===== src/rtl/seg_pkg.sv =====
// seg_pkg: shared glyph table, special segment patterns and leading-zero helper
// Segment vectors are active-low, ordered g..a (bit 6 = g, bit 0 = a).
package seg_pkg;
    localparam logic [6:0] SEG_E   = 7'b0000110;
    localparam logic [6:0] SEG_R   = 7'b0101111;
    localparam logic [6:0] SEG_OFF = 7'b1111111;
    localparam logic [6:0] GLYPHS [16] = '{
        7'h40, 7'h79, 7'h24, 7'h30, 7'h19, 7'h12, 7'h02, 7'h78,
        7'h00, 7'h10, 7'h08, 7'h03, 7'h46, 7'h21, 7'h06, 7'h0E
    };
    function automatic logic [6:0] hex7(input logic [3:0] n);
        return GLYPHS[n];
    endfunction
    // Bit k set when nibbles k..n-1 are all zero; digit 0 is never blanked.
    function automatic logic [15:0] lz_vec(input logic [63:0] v, input int n);
        logic z;
        z = 1'b1;
        lz_vec = '0;
        for (int k = 15; k >= 0; k--) begin
            if (k < n) z = z & (v[4*k +: 4] == 4'h0);
            lz_vec[k] = z && (k < n);
        end
        lz_vec[0] = 1'b0;
    endfunction
endpackage


===== src/rtl/seg_tick_gen.sv =====
// seg_tick_gen: refresh prescaler, one-cycle tick every DIV clocks
// Ports: clk system clock; rst async active-high reset; tick high on count DIV-1.
module seg_tick_gen #(
    parameter int DIV = 10000
) (
    input  logic clk,
    input  logic rst,
    output logic tick
);
    localparam int CW = $clog2(DIV);
    logic [CW-1:0] r_cnt;
    assign tick = r_cnt == CW'(DIV - 1);
    always_ff @(posedge clk or posedge rst)
        if (rst) r_cnt <= '0;
        else     r_cnt <= tick ? '0 : r_cnt + 1'b1;
endmodule


===== src/rtl/seg_scan_driver.sv =====
// seg_scan_driver: multiplexed common-anode 7-segment scanner with blanking, blink and error modes
// Ports: clk, rst (async active-high); value/dp/mask/blink/lz_blank/error display inputs,
// snapshotted once per frame; anodes (active-low digit enables), cathodes (active-low, bit7 = dp).
module seg_scan_driver
    import seg_pkg::*;
#(
    parameter int DIGITS       = 8,
    parameter int DIV          = 10000,
    parameter int BLINK_FRAMES = 64
) (
    input  logic                  clk,
    input  logic                  rst,
    input  logic [4*DIGITS-1:0]   value,
    input  logic [DIGITS-1:0]     dp,
    input  logic [DIGITS-1:0]     mask,
    input  logic [DIGITS-1:0]     blink,
    input  logic                  lz_blank,
    input  logic                  error,
    output logic [DIGITS-1:0]     anodes,
    output logic [7:0]            cathodes
);
    localparam int IW = (DIGITS > 1) ? $clog2(DIGITS) : 1;
    localparam int FW = (BLINK_FRAMES > 1) ? $clog2(BLINK_FRAMES) : 1;
    logic                w_tick, w_wrap, w_dark;
    logic [4:0]          w_idx;
    logic [3:0]          w_nib;
    logic [6:0]          w_seg;
    logic [15:0]         w_lz;
    logic [DIGITS-1:0]   w_an;
    logic [7:0]          w_cat;
    logic [IW-1:0]       r_idx;
    logic [FW-1:0]       r_frame;
    logic                r_dead, r_phase, r_lz, r_err;
    logic [DIGITS-1:0]   r_anodes, r_dp, r_mask, r_blink;
    logic [7:0]          r_cathodes;
    logic [4*DIGITS-1:0] r_value;
    seg_tick_gen #(.DIV(DIV)) u_tick (.clk(clk), .rst(rst), .tick(w_tick));
    assign anodes   = r_anodes;
    assign cathodes = r_cathodes;
    // Pattern for the current digit, built only from the frame snapshot.
    always_comb begin
        w_wrap = r_idx == IW'(DIGITS - 1);
        w_idx  = 5'(r_idx);
        w_nib  = r_value[{r_idx, 2'b00} +: 4];
        w_lz   = lz_vec(64'(r_value), DIGITS);
        w_dark = r_err ? (w_idx > 5'd2)
                       : (r_mask[r_idx] | (r_blink[r_idx] & r_phase) | (r_lz & w_lz[w_idx[3:0]]));
        w_seg  = r_err ? ((w_idx == 5'd2) ? SEG_E : (w_idx < 5'd2) ? SEG_R : SEG_OFF) : hex7(w_nib);
        w_cat  = w_dark ? 8'hFF : {r_err | ~r_dp[r_idx], w_seg};
        w_an   = w_dark ? '1 : ~(DIGITS'(1) << r_idx);
    end
    // Tick edge blanks and advances; the following edge (dead) lights the new digit.
    always_ff @(posedge clk or posedge rst) begin
        if (rst) begin
            r_idx      <= '0;
            r_frame    <= '0;
            r_phase    <= 1'b0;
            r_dead     <= 1'b1;
            r_anodes   <= '1;
            r_cathodes <= 8'hFF;
            r_value    <= '0;
            r_dp       <= '0;
            r_mask     <= '0;
            r_blink    <= '0;
            r_lz       <= 1'b0;
            r_err      <= 1'b0;
        end else if (w_tick) begin
            r_idx      <= w_wrap ? '0 : r_idx + 1'b1;
            r_anodes   <= '1;
            r_cathodes <= 8'hFF;
            r_dead     <= 1'b1;
            if (w_wrap) begin
                r_value <= value;
                r_dp    <= dp;
                r_mask  <= mask;
                r_blink <= blink;
                r_lz    <= lz_blank;
                r_err   <= error;
                r_frame <= (r_frame == FW'(BLINK_FRAMES - 1)) ? '0 : r_frame + 1'b1;
                r_phase <= r_phase ^ (r_frame == FW'(BLINK_FRAMES - 1));
            end
        end else if (r_dead) begin
            r_anodes   <= w_an;
            r_cathodes <= w_cat;
            r_dead     <= 1'b0;
        end
    end
endmodule


===== config.mk =====
export PLATFORM = sky130hd
export DESIGN_NAME = seg_scan_driver
export DESIGN_NICKNAME = d
export VERILOG_FILES = /design/src/rtl/seg_pkg.sv /design/src/rtl/seg_tick_gen.sv /design/src/rtl/seg_scan_driver.sv
export SDC_FILE = /design/constraint.sdc
export NUM_CORES = 1
export LEC_CHECK = 0
export ABC_AREA = 1
export BUFFER_PORTS_ARGS = -buffer_cell sky130_fd_sc_hd__buf_2
export CAP_MARGIN = 10
export CORE_MARGIN = 8
export CORE_UTILIZATION = 45
export DETAILED_ROUTE_END_ITERATION = 10
export PLACE_DENSITY = 0.66
export SLEW_MARGIN = 0
export SYNTH_ARGS = -nofsm -noshare
export SYNTH_HDL_FRONTEND = slang
export SYNTH_SLANG_ARGS = --single-unit

===== constraint.sdc =====
create_clock -name clk -period 3 [get_ports clk]
set_input_delay 0.3 -clock clk [delete_from_list [all_inputs] [get_ports clk]]
set_output_delay 0.3 -clock clk [all_outputs]
set_load 0.01 [all_outputs]

* Word-level counts from Yosys, hierarchy flattened *
Memory sizes are Yosys's and may differ from the RTL's.
Cells that the tools add are included.
W data, S select, Z words.

storage, ports and cells
  bits in registers = 99
  ROM bits = 112
  input port bits = 60
  output and inout port bits = 16
  logic and storage cells = 76
  memories = 1

cells by class
  add/subtract/negate cells = 3
  magnitude comparators = 5
  equal/unequal tests = 4
  shift-type cells = 2
  muxes and demuxes = 24
  bitwise operators = 15
  reduce and logical (&&, ||, !) cells = 9

memory list
  name             depth  bits a word  read ports  clocked after Yosys merged registers in  write ports  line           source
  (no name shown)  16     7            1           0                                        0            seg_pkg.sv:12  return GLYPHS[n];

operators with widths
  operator                 number
  $mux W8                  6
  $mux W7                  5
  $shiftx A32 B6 Y4        1
  $logic_not A4 Y1         7
  $add A14 B1 Y14 const B  1
  $eq A14 B14 Y1 const B   1
  $mux W14                 1
  $bmux W1 S3              4
  $and A1 B1 Y1            8
  $not A8 Y8               1
  $shl A1 B3 Y8 const A    1
  $add A6 B1 Y6 const B    1
  $eq A6 B6 Y1 const B     1
  $mux W1                  6
  $mux W6                  1
  $ge A5 B5 Y1 const B     1
  $lt A3 B5 Y1 const B     1
  $not A4 Y5               1
  $lt A3 B4 Y1 const B     1
  $add A3 B1 Y3 const B    1
  $eq A3 B2 Y1 const B     1
  $eq A3 B3 Y1 const B     1
  $gt A3 B2 Y1 const B     1
  $lt A3 B2 Y1 const B     1
  other kinds (6)          8

* Longest topological paths before layout *
Gate-level depths: netlist (run 1).

  depth in word-level cells = 15
  depth in mapped cells = 18

* Hierarchy *
From an unflattened synthesis (run 1), not the netlist that was laid out.

second synthesis, totals
  cell total of the unflattened synthesis = 716
  area, all modules = 5403.9 µm²

modules (own cells, without submodules)
  module           instances  cells an instance  area an instance (µm²)
  seg_scan_driver  1          613                4604.4
  seg_tick_gen     1          103                799.5

* Least setup slack after synthesis (run 1) *
OpenSTA, ideal clock, no wires.

  kind = register to register
  start point = register r_idx[0]
  end point = register r_cathodes[3] (netlist: cathodes[3])
  setup time = 67 ps
  arrival = 1991 ps
  slack = 942 ps
  cell stages (with the launch flop) = 18
  buffers on the path = 3
  period minus slack after synthesis = 2058 ps
  cells stage by stage = dfrtp_1 -> buf_6 -> inv_4 -> buf_6 -> buf_6 -> o21ai_1 -> nand2_1 -> o21ai_1 -> ha_1 -> inv_1 -> nand3_1 -> nand2_1 -> nand2_1 -> nand2_1 -> nand2_1 -> nand2_1 -> nor2_1 -> nor2_1

on the way
  word-level cells in the longest chain between the ends = 9
  elaborated cells between the ends (all ways) = 23
  those cells by class = 1 x order compare; 1 x eq/ne; 1 x shift; 14 x mux; 5 x bitwise; 1 x memory

ends and longest elaborated chain
  what                                                                         line                                          source
  start: declaration                                                           seg_scan_driver.sv:31                         logic [IW-1:0] r_idx;
  start signal: assignment                                                     seg_scan_driver.sv:68                         r_idx <= w_wrap ? '0 : r_idx + 1'b1;
  $shiftx A32 B6 Y4 or $bmux W1 S3 (tied branches)                             seg_scan_driver.sv:44, seg_scan_driver.sv:47
  $not A4 Y5 (not written as such) or $mux W1 (tied branches)                  seg_pkg.sv:12, seg_scan_driver.sv:47
  $mem_v2 Z16 W7 or $and A1 B1 Y1 (tied branches)                              -
  $mux W7 (not written as such) or $or A1 B1 Y1 (tied branches) (2 in series)  seg_pkg.sv:12, seg_scan_driver.sv:47
  $mux W7 or $mux W1 (tied branches)                                           seg_scan_driver.sv:48, seg_scan_driver.sv:46
  $mux W8 (*)                                                                  seg_scan_driver.sv:49                         w_cat = w_dark ? 8'hFF : {r_err | ~r_dp[r_idx], w_seg};
  $mux W8 (*)                                                                  seg_scan_driver.sv:82                         end else if (r_dead) begin
  $mux W8 (*)                                                                  seg_scan_driver.sv:67                         end else if (w_tick) begin
  end signal: assignment                                                       seg_scan_driver.sv:84                         r_cathodes <= w_cat;
  end: declaration                                                             seg_scan_driver.sv:35                         logic [7:0] r_cathodes;

Every way passes the cells marked *; elsewhere a longest branch is shown, timed or not. The select of a mux whose other input is x is not followed.
A chain may end at the register's enable or synchronous reset.

* Worst setup path in the final report (run 1) *
  start point = register r_idx[2]
  end point = register r_cathodes[0] (netlist: cathodes[0])

The elaborated chain is that of the path after synthesis.

==> flow_summary.ini, run 1 <==
[sta]
finalHoldViolations = 0
max_freq_mhz = 423
setup_tns_ns = 0
tightest_slew_ns = 0.688
finalCritPeriodShare = 0.789
finalMaxSlewViolations = 0
setup_viol = 0
rsz0062_at_grt = false
timing.slew.headroom = 0.541
fin_worst_skew_ns = 0.00623
finalWorstPathRequiredPeriod_ns = 2.37

[cts]
clock_path_buffers = 2
cts_tree = done
ctsResizeCount = 0
postCtsSetupBuffers = 0
clockRootBuffer = clkbuf_16
cts.sinks = 99
htree_levels = 3
cts_made_buffers = 9
cts_hold_buf = 0
clk_latency_ns = 0.35
cts.clk_slew.worst_paths_ns = 0.07

[drt]
wl_met1_mm = 6.03
dr_wl_met2_mm = 5.41
drc = 0
drt-initial-drc-count = 280
vias = 4439
wl_per_cell_um = 13.6
vias_per_cell = 4.95
dr_wl_met3_um = 627
routed.top_layer = met4
routed_wl_mm = 12.2
drt.antenna.violating_nets = 0
firstDrtPassIters = 5

[place]
place_hpwl_mm = 9.13
port_buffers = 75
place_congestion = 0.898

[setup_path]
criticalPathCategory = reg -> reg
critical_path_peak_fanout = 18
crit_path_frequent_cell = nand2_1
crit_arrival_ns = 2.65
setup.worst_path.start_class = register
reg2regPathDepth = 11
reg2reg_slack_ns = 0.63
max_stage_delay_ns = 0.75
slowest_stage = dfrtp_1
crit_required_ns = 3.29
r2r-start = r_idx[2]
r2r_end = cathodes[0]
end_kind = register
cp_cell_sequence = inv_1 > nand3_1 > nand2_2 > ha_1 > nand3b_1 > nand3_1 > nand2_1 > nand2_1 > nand2_1 > nor2_1 > nor2_1

[pwr]
p_leak_nw = 2.91
p_sw_frac = 0.218
pwr-share-comb = 0.027
p_sw_mw = 0.545
p_int_mw = 1.95
power_density_nw_per_um2 = 418
ir_worst_vdd_mv = 0.355
clkPwrFrac = 0.439
seqPwrFrac = 0.534

[synthesis]
synthTopCellsByCount = nand2_1, dfrtp_1, nor2_1, inv_1, o21ai_0
synth_top_flop_cell = dfrtp_1
synthTopCellsByArea = dfrtp_1, nand2_1, dfstp_2
synth_nets = 760
synth_most_common_cell = nand2_1
avgSynthCellArea_um2 = 7.72
synth_warnings = 0
seq_area_frac_synth = 0.472
synth_top_area_share = 0.387
synth_edf_count = 0
ys_ff_latch = 99
synth.cell_area_um2 = 5300
synthesis.instances = 686
synth_cell_types = 37
synth_largest_area_cell = dfrtp_1
synthArstFlopShare = 1.00

[die]
dieArea_um2 = 15500
row_count = 39
die_h_um = 125
initial_utilization = 0.462
die_x_um = 125
core_um2 = 11500
io_pins = 76

[final_layout]
antenna_cells = 0
nets = 823
multi_input_comb_area_um2 = 2340
drive_gt1_frac = 0.184
n_fill_cell = 1113
synthToLayoutAreaGrowth_pct = 12.7
ff_latch_area_um2 = 2500
final_util = 0.521

[global_routing]
grt_max_degree = 53
grt_usage = 0.164
grt_pass1_vias = 4499
grt_antenna_before_repair = 0
gr-total-overflow = 0
grt_pass1_wl_mm = 21.2

[run_status]
outcome = finished clean

[run]
drv_cap = 0

[min_path]
hold_class = in -> async
-- layout by cell type (no fill, tap or decap), drive strengths merged --
cell type,n
nor3,4
nor2,78
nand3b,7
xor2,6
or2,1
clkinv,5
o211ai,4
xnor2,2
dfrtp,82
nor3b,1
nand4,5
ha,14
clkbuf,11
o21bai,2
a31oi,3
o21ai,48
a21oi,16
nand2,266
buf,84
clkinvlp,1
o21a,1
inv,57
nand3,39
dfstp,17
-- power by group through the flow --
stage / logic, mW / clock network [mW] / registers, mW
2_1_floorplan: 0.0192 / 0 / 1.36
3_3_place_gp: 0.0672 / 0 / 1.36
3_5_place_dp: 0.0692 / 0 / 1.36
4_1_cts: 0.0693 / 1.13 / 1.34
5_1_grt: 0.0770 / 1.19 / 1.33
6_report: 0.0666 / 1.10 / 1.34
-- kinds of logic (layout without fill, tap and decap cells) --
logic type / count (synthesis) / in the layout / share of synthesized area
and+or+nand+nor: 401 / 401 / 0.317
DFF: 99 / 99 / 0.472
buffers and inverters: 90 / 158 / 0.0874
AOI/OAI and AO/OA: 74 / 74 / 0.0772
adders and majority gates: 14 / 14 / 0.0331
xor gates and xnor gates: 8 / 8 / 0.0132
-- layout make-up --
class	instances	share of cell area
clock buffers	11	0.0406
clock inverters	5	0.00649
inverters	58	0.0371
multi-input cells	497	0.391
flip-flops and latches	99	0.418
well taps	143	0.0300
repair buffers	84	0.0763
-- metrics by stage --
| step | hold WS [ns] | worst slack, ns | area, um2 | power [mW] | std cells |
|---|---|---|---|---|---|
| 6_report | 0.0240 | 0.634 | 5970 | 2.50 | 897 |
| 5_1_grt | 0.0790 | 0.282 | 5970 | 2.60 | 897 |
| 4_1_cts | 0.0375 | 0.643 | 5970 | 2.54 | 897 |
| 3_5_place_dp | 0.425 | 0.663 | 5690 | 1.43 | 881 |
| 3_3_place_gp | 0.414 | 0.746 | 5690 | 1.43 | 881 |
| 2_1_floorplan | 0.417 | 0.138 | 5300 | 1.38 | 686 |
-- routing by layer --
| metal | global-route usage | up-vias |
|---|---|---|
| li1 | - | 2267 |
| met4 | 0.0574 | 0 |
| met5 | 0 | - |
| met2 | 0.247 | 107 |
| met1 | 0.219 | 2054 |
| met3 | 0.0472 | 11 |
-- state kept, by name, summed over array words and instances, names as in the netlist --
signal	cells
r_lz	1
r_idx	3
r_phase	1
r_mask	8
anodes	8
r_frame	6
cathodes	8
r_err	1
r_blink	8
r_dead	1
r_dp	8
u_tick.r_cnt	14
r_value	32
-- worst max-delay path by stage --
stage                        endpoint  slack (ns)  cells past startpoint  startpoint
after detailed placement  cathodes[3]        0.66                     13    r_idx[2]
final                     cathodes[0]        0.63                     11    r_idx[2]
after global routing      cathodes[3]        0.28                     13    r_idx[2]
after CTS                 cathodes[3]        0.64                     13    r_idx[2]
after floorplan            r_blink[0]        0.14                      1         rst
after global placement    cathodes[3]        0.75                     13    r_idx[2]
-- critical path, delay by kind of cell (launching register included) --
kind                     cells  cell delay [ns]
adder cells (fa/ha/maj)      1             0.26
buffers and inverters        1             0.36
flip-flops                   1             0.75
AND/OR/NAND/NOR              9             0.94
No activity file was read; power rests on OpenSTA's default activity.
==> run 2, diff against run 1 <==
Settings changed: PLACE_DENSITY 0.66 to 0.63.
Clock period 3 ns to 2.3 ns, I/O delays scaled along.
==> flow_summary.ini, run 2 (synthesis results as in run 1) <==
[run_status]
outcome = finished with violations
violations = negative hold slack

[run]
drv_cap = 0

[final_layout]
final_cell_mix = nand2_1, dfrtp_1, buf_2
n_fill_cell = 1122
nets = 839
max_flop_register = r_value
antenna_cells = 0
largest_reg_flops = 32
finalInstanceArea_um2 = 6110
fin_cells = 913
final_common_cell = nand2_1
synthToLayoutAreaGrowth_pct = 15.4
drive_gt1_frac = 0.206
top_regs = r_value (32), u_tick.r_cnt (14)

[global_routing]
gr-total-overflow = 0
grt_pass1_wl_mm = 21.8
grt_pass1_vias = 4387
grt_max_degree = 100
grt_antenna_before_repair = 0
grtUsageMet1 = 0.235
grt_use_met3 = 0.0426
grt_usage = 0.169
met2_usage = 0.249
grt-busiest-layer = met2

[cts]
cts_made_buffers = 9
cts.sinks = 99
clock_path_buffers = 2
cts.clk_slew.worst_paths_ns = 0.07
cts_tree = done
htree_levels = 3
clk_latency_ns = 0.36
clockRootBuffer = clkbuf_16

[min_path]
hold_class = in -> async

[setup_path]
r2r_end = cathodes[0]
setup.worst_path.start_class = register
r2r-start = r_idx[1]
cp_cell_sequence = buf_4 > nor2_1 > o21ai_0 > nand3_1 > nand2_2 > buf_4 > ha_1 > nand3b_1 > nand3_1 > nand2_1 > nand2_1 > nand2_1 > nor2_1 > nor2_1
reg2regPathDepth = 14
critical_path_peak_fanout = 9
end_kind = register
criticalPathCategory = reg -> reg
crit_arrival_ns = 2.34
reg2reg_slack_ns = 0.25
max_stage_delay_ns = 0.48
crit_required_ns = 2.59
slowest_stage = dfrtp_2

[die]
core_um2 = 11500
row_count = 39
initial_utilization = 0.462
die_x_um = 125
die_h_um = 125
io_pins = 76
dieArea_um2 = 15500

[drt]
drt.antenna.violating_nets = 0
routed_wl_mm = 12.8
vias_per_cell = 4.87
vias = 4450
drt-initial-drc-count = 238
firstDrtPassIters = 4
drc = 0
wl_per_cell_um = 14.0

[sta]
hold_slack_ns = -0.0107
max_freq_mhz = 488
timing.slew.headroom = 0.631
finalHoldViolations = 3
finalCritPeriodShare = 0.892
finalMaxSlewViolations = 0
setup_viol = 0
rsz0062_at_grt = false
setup_tns_ns = 0
finalWorstPathRequiredPeriod_ns = 2.05
tightest_slew_ns = 0.553
fin_worst_skew_ns = 0.0106

[pwr]
power_density_nw_per_um2 = 540
p_leak_nw = 3.00
ir_worst_vdd_mv = 0.360
total_power_mw = 3.30

[place]
port_buffers = 75
place_congestion = 0.811
place_hpwl_mm = 9.54
dpl.cell_count = 894
dpl_cell_area_um2 = 5790
-- run 2: cell count changes in the layout (fill, tap and decap cells not counted), sizes merged --
cell and change:
clkbuf +1, clkinv -1, buf +16
-- run 2: per-layer routing --
| metal | vias up | share of wire |
|---|---|---|
| met5 | - | 0 |
| met4 | 0 | 0.015 |
| met3 | 13 | 0.045 |
| met2 | 89 | 0.43 |
| met1 | 2052 | 0.51 |
| li1 | 2296 | - |
-- run 2: timing repair --
item,CTS,global route
endpoints found under the hold margin,0,0
resized for setup,0,4
hold buffers,0,0
buffers inserted,0,3
endpoints found under the setup margin,0,7
-- run 2: final cells by class --
cell class | instances | area (um2) | share of cell area
Sequential cell | 99 | 2500 | 0.409
Multi-Input combinational cell | 497 | 2340 | 0.383
Timing Repair Buffer | 100 | 579 | 0.0947
Clock buffer | 12 | 267 | 0.0436
Inverter | 58 | 224 | 0.0366
Tap cell | 143 | 179 | 0.0293
Clock inverter | 4 | 23.8 | 0.00389
-- run 2: how the worst max path moves through the flow --
stage | slack (ns) | to | from
after floorplan | 0.24 | cathodes[3] | r_idx[0]
after global placement | 0.22 | cathodes[5] | r_idx[0]
after detailed placement | 0.16 | cathodes[5] | r_idx[0]
after CTS | 0.13 | cathodes[5] | r_idx[0]
after global routing | 0.02 | cathodes[0] | r_idx[0]
final | 0.25 | cathodes[0] | r_idx[1]
-- run 2: critical path: cells and delay by family, from the launching register on --
family | cells | cell delay (ns)
AO/OA/AOI/OAI | 1 | 0.09
adder cells (fa/ha/maj) | 1 | 0.22
buffers and inverters | 2 | 0.33
flip-flops | 1 | 0.48
AND/OR/NAND/NOR | 10 | 0.88
-- run 2: power breakdown --
group | total (mW) | switching (mW) | internal, mW | leakage (nW)
Combinational | 0.0898 | 0.0512 | 0.0386 | 1.86
Sequential | 1.74 | 0 | 1.74 | 1.00
Clock | 1.47 | 0.650 | 0.818 | 0.148
Total | 3.30 | 0.702 | 2.60 | 3.00
-- run 2: per-stage QoR --
stage	hold slack, ns	worst slack (ns)	utilization
floorplan	0.347	0.242	-
global placement	0.423	0.223	0.505
detailed placement	0.433	0.156	0.505
CTS	0.0476	0.127	0.530
global route	0.0708	0.0155	0.533
finish	-0.0107	0.249	0.533
